[config.mk]
export PLATFORM = sky130hd
export DESIGN_NAME = mux8way_rr
export DESIGN_NICKNAME = d
export VERILOG_FILES = /design/src/rtl/mux_pkg.sv /design/src/rtl/rr_arbiter8.sv /design/src/rtl/mux8way_rr.sv
export SDC_FILE = /design/constraint.sdc
export NUM_CORES = 1
export LEC_CHECK = 0
export BUFFER_PORTS_ARGS = -buffer_cell sky130_fd_sc_hd__buf_4
export CAP_MARGIN = 10
export CORE_ASPECT_RATIO = 0.6
export CORE_MARGIN = 5
export CORE_UTILIZATION = 30
export DETAILED_ROUTE_END_ITERATION = 16
export GPL_ROUTABILITY_DRIVEN = 1
export PLACE_DENSITY_LB_ADDON = 0.12
export REMOVE_ABC_BUFFERS = 1
export SETUP_SLACK_MARGIN = 0.02
export SLEW_MARGIN = 20
export SYNTH_ARGS = -nofsm -noshare
export SYNTH_HDL_FRONTEND = slang
export SYNTH_SLANG_ARGS = --single-unit
[constraint.sdc]
create_clock -name clk -period 3.96 [get_ports clk]
set_input_delay 0.198 -clock clk [delete_from_list [all_inputs] [get_ports clk]]
set_output_delay 0.198 -clock clk [all_outputs]
set_load 0.01 [all_outputs]
[src/rtl/mux_pkg.sv]
// Shared constants and index helpers for the 8-way round-robin collector.
package mux_pkg;

   localparam int N_CANAIS = 8;
   localparam int SEL_W    = 3;

   // Rotating index: (base + off) mod N_CANAIS. N_CANAIS is a power of two,
   // so the natural SEL_W-bit wrap of the sum is the modulo.
   function automatic logic [SEL_W-1:0] wrap_add(input logic [SEL_W-1:0] base,
                                                 input logic [SEL_W-1:0] off);
      return base + off;
   endfunction

   // Next pointer after serving channel idx (7 wraps to 0).
   function automatic logic [SEL_W-1:0] wrap_inc(input logic [SEL_W-1:0] idx);
      return wrap_add(idx, 3'd1);
   endfunction

endpackage

[src/rtl/rr_arbiter8.sv]
// Purely combinational 8-way round-robin arbiter: grants the first requester
// found when searching ptr, ptr+1, ..., ptr+7 (mod 8).
module rr_arbiter8
   import mux_pkg::*;
(
   input  logic [N_CANAIS-1:0] req_i,
   input  logic [SEL_W-1:0]    ptr_i,
   output logic [SEL_W-1:0]    grant_idx_o,
   output logic                any_req_o
);

   logic [SEL_W-1:0] cand_s;
   logic             hit_s;

   // Priority search starting at ptr; the first hit locks the grant.
   always_comb begin
      grant_idx_o = {SEL_W{1'b0}};
      any_req_o   = 1'b0;
      cand_s      = {SEL_W{1'b0}};
      hit_s       = 1'b0;
      for (int i = 0; i < N_CANAIS; i++) begin
         cand_s      = wrap_add(ptr_i, SEL_W'(i));
         hit_s       = !any_req_o && req_i[cand_s];
         grant_idx_o = hit_s ? cand_s : grant_idx_o;
         any_req_o   = any_req_o | req_i[cand_s];
      end
   end

endmodule

[src/rtl/mux8way_rr.sv]
// 8-to-1 valid/ready collector with round-robin arbitration and a one-entry
// registered output stage tagged with the source channel index.
module mux8way_rr
   import mux_pkg::*;
#(
   parameter int LARGURA = 4
)(
   input  logic                          clk,
   input  logic                          reset,
   input  logic [N_CANAIS*LARGURA-1:0]   entrada,
   input  logic [N_CANAIS-1:0]           entrada_valida,
   output logic [N_CANAIS-1:0]           entrada_pronta,
   output logic [LARGURA-1:0]            saida,
   output logic [SEL_W-1:0]              sel,
   output logic                          saida_valida,
   input  logic                          saida_pronta
);

   logic [LARGURA-1:0]  saida_q, saida_d;
   logic [SEL_W-1:0]    sel_q, sel_d;
   logic                valida_q, valida_d;
   logic [SEL_W-1:0]    ptr_q, ptr_d;

   logic [SEL_W-1:0]    grant_s;
   logic                any_req_s;
   logic                carrega_s;
   logic                xfer_s;
   logic [LARGURA-1:0]  dado_s;

   rr_arbiter8 u_arb (
      .req_i       (entrada_valida),
      .ptr_i       (ptr_q),
      .grant_idx_o (grant_s),
      .any_req_o   (any_req_s)
   );

   // Output register can take a beat when empty or draining this cycle.
   assign carrega_s = !valida_q || saida_pronta;
   // A granted channel is valid by construction, so any request plus room means a transfer.
   assign xfer_s    = carrega_s && any_req_s;
   assign dado_s    = entrada[32'(grant_s) * LARGURA +: LARGURA];

   // One-hot ready toward the granted channel only when a transfer happens.
   always_comb begin
      entrada_pronta = {N_CANAIS{1'b0}};
      if (xfer_s) begin
         entrada_pronta[grant_s] = 1'b1;
      end else begin
         entrada_pronta = {N_CANAIS{1'b0}};
      end
   end

   // Next-state: load on transfer, clear valid on a pure drain, otherwise hold.
   always_comb begin
      saida_d  = saida_q;
      sel_d    = sel_q;
      valida_d = valida_q;
      ptr_d    = ptr_q;
      if (xfer_s) begin
         saida_d  = dado_s;
         sel_d    = grant_s;
         valida_d = 1'b1;
         ptr_d    = wrap_inc(grant_s);
      end else if (valida_q && saida_pronta) begin
         valida_d = 1'b0;
      end else begin
         valida_d = valida_q;
      end
   end

   // State registers; reset discards any held beat at once.
   always_ff @(posedge clk or posedge reset) begin
      if (reset) begin
         saida_q  <= {LARGURA{1'b0}};
         sel_q    <= {SEL_W{1'b0}};
         valida_q <= 1'b0;
         ptr_q    <= {SEL_W{1'b0}};
      end else begin
         saida_q  <= saida_d;
         sel_q    <= sel_d;
         valida_q <= valida_d;
         ptr_q    <= ptr_d;
      end
   end

   assign saida        = saida_q;
   assign sel          = sel_q;
   assign saida_valida = valida_q;

endmodule

==> metrics.txt <==
Slew @ Worst Pin=0.533 ns; Sw Ratio=50.5%; Synth area leaders=mux4_2 17%, dfrtp_1 14%, mux2i_1 7.2%; clk buf depth=2; top-count cell post-synth=nand2_1; hold slack=0.376 ns; DIE HEIGHT=72.2 µm; drt drc=0; H-tree levels=1; DPL Wire Length=5130 µm; # IOs=59; Clock Skew=0.00213 ns; Max Freq=270 MHz; flops & latches, synth=11; GRT overflow=0; final-report hold violation count=0; Netlist cell types=53; unrepaired setup endpoints after global routing=no; CP max FO=24; sequential power share=7.2%; post-layout util=40.7%; Core Rows=22; layout cells sized above 1=41.9%; Nets=316; Most used DFF post-synth=dfrtp_1; pre-CTS setup slack=0.382 ns; max-cap check violation count=0; power share of the clock group=3.9%; Final Cycle Share=93.5%; CTS tree=done; initial antenna violation count=0; Worst EP required=3.76 ns; Worst Setup End Kind=primary output; setup violators final=0; Setup WS post-layout=0.257 ns; crit path time final=3.70 ns; Synth Instances=213; VDD IR max=0.496 mV; area leader, netlist=mux4_2; number of synthesized flops with an enable pin=0; Logic pwr share=88.8%; Vias=1940; RePlAce Congestion=0.846; clock buffer count from CTS=3; first-pass GRT wire length=9950 µm; Starting Density=31.3%; CTS root buf=clkbuf_8; worst-skew pair later-pin latency=0.24 ns; core area=6190 µm²; total routed wirelength=6300 µm; Fillers=649; Max-slew headroom=63.5%; Syn Area/Cell=9.09 µm²; pwr/cell area=1150 nW/µm²; DRT iter0 DRCs=116; Die X=114 µm; synthesized area=1940 µm²; largest net degree at the start of global routing=25; async set-reset flop share out of synthesis=100%; Synth Warn #=0; total internal power=1.44 mW; vias in the first global route=1845; Arr. time, crit path=3.50 ns; cell leakage power=1.07 nW; clk sink count=11; Die Area=8210 µm²; P&R area growth vs syn=30.2%; Hold/Removal Path Class=primary input to register; area of the multi-input gates=1520 µm²; share of the synthesized area in the top cell type=17.5%; Routed Antenna Nets=0; Clock Pin Slew Worst Setup and Hold Paths=0.05 ns; NetSw=1.46 mW; port bufs=58; kind of critical path=register to primary output; outcome=finished clean; first-pass iteration count of the detailed router=4; overall global routing resource usage=15.2%; startpoint types=register; vias per cell=5.48; diode count=0; routed len/inst=17.8 µm; register area share after synthesis=14.2%; commonest cells in the synthesized netlist=23 x nand2_1, 16 x nor2_1, 15 x mux4_2; Slew Limit Fails=0; FF+latch area=275 µm²
[per-stage QoR]
stage / total power [mW] / TNS, ns / area (µm²) / std cells
after detailed placement: 2.75 / 0 / 2460 / 349
after CTS: 2.88 / 0 / 2510 / 354
after floorplan: 1.99 / -7.78 / 1820 / 196
after global placement: 2.77 / 0 / 2460 / 349
after global routing: 3.14 / 0 / 2520 / 354
final: 2.90 / 0 / 2520 / 354
[layer usage]
| metal | vias up | part of all wire, % | wire [µm] | global-route usage (%) |
|---|---|---|---|---|
| met5 | - | 0 | 0 | 0 |
| met4 | 0 | 0.37 | 23 | 1.87 |
| met3 | 2 | 7.5 | 473 | 3.42 |
| met2 | 57 | 41 | 2580 | 20.1 |
| met1 | 960 | 51 | 3220 | 24.8 |
| li1 | 921 | - | - | - |
[worst max-delay path: stages, from the launching register on]
cell     delay (ns)
dfrtp_1        0.34
inv_1          0.08
ha_1           0.32
buf_12         0.18
mux4_2         0.57
and2_1         0.20
o32a_1         0.36
nor3_2         0.26
nand2_1        0.13
and3_1         0.25
nor2_1         0.15
nand3_1        0.13
nor2_1         0.15
buf_4          0.14
[layout make-up]
class	instances	area share, %
clock buffer	4	1.79
inverter	9	1.34
tap	84	4.17
multi-input combinational	176	60.3
timing repair buffer	70	21.4
sequential	11	10.9
[path summary, 6_finish.rpt]
kind                                      start              endpoint  slack [ns]  depth (start not counted)
setup / recovery           ptr_q[1]$_DFFE_PP0P_     entrada_pronta[6]        0.26                         13
hold / removal                      entrada[20]  saida[0]$_DFFE_PP0P_        0.38                          4
setup reg to reg           ptr_q[1]$_DFFE_PP0P_  saida[3]$_DFFE_PP0P_        0.37                         13
hold reg to reg            saida[1]$_DFFE_PP0P_  saida[1]$_DFFE_PP0P_        0.49                          2
max in group asynchronous                 reset  ptr_q[2]$_DFFE_PP0P_        3.13                          3
min in group asynchronous                 reset    sel[0]$_DFFE_PP0P_        0.52                          3
[flip-flops by register name (all words and copies together) (netlist names)]
| name | flops |
|---|---|
| saida_valida | 1 |
| ptr_q | 3 |
| sel | 3 |
| saida | 4 |
[power groups by stage]
stage / clock network [mW] / logic, mW / registers, mW
after floorplan: 0 / 1.71 / 0.274
after global placement: 0 / 2.55 / 0.215
after detailed placement: 0 / 2.54 / 0.212
after CTS: 0.119 / 2.55 / 0.211
after global routing: 0.122 / 2.79 / 0.221
final: 0.114 / 2.57 / 0.210
[what timing repair did]
| action | CTS | global route |
|---|---|---|
| buffers inserted | 0 | 0 |
| gates resized for setup | 0 | 1 |
| setup endpoints to repair | 0 | 1 |
| hold buffers | 1 | 0 |
| endpoints found under the hold margin | 11 | 0 |
[layout by cell type, fill, tap and decap left out, drive strengths merged, types with 3 or more instances in the layout]
cell type	netlist	layout
a32oi	3	3
o21ai	10	10
mux2	24	24
a31oi	4	4
nor2	18	18
nand2	23	23
a21oi	5	5
clkbuf	5	4
nor3	3	3
mux4	15	15
dfrtp	11	11
buf	12	69
mux2i	14	14
o2bb2ai	3	3
nand3	7	7
nand2b	4	4
inv	9	9
o31ai	5	5
o22ai	6	6
[cell families after synthesis]
logic type / after synthesis / synth area share, %
DFF: 11 / 14.2
adders and majority gates: 2 / 1.29
muxes: 53 / 39.2
and+or+nand+nor: 68 / 17.4
xor gates and xnor gates: 4 / 1.81
buffers and inverters: 26 / 7.63
AOI/OAI and AO/OA: 49 / 18.4
Note: power is estimated with default switching activity, not from simulation.
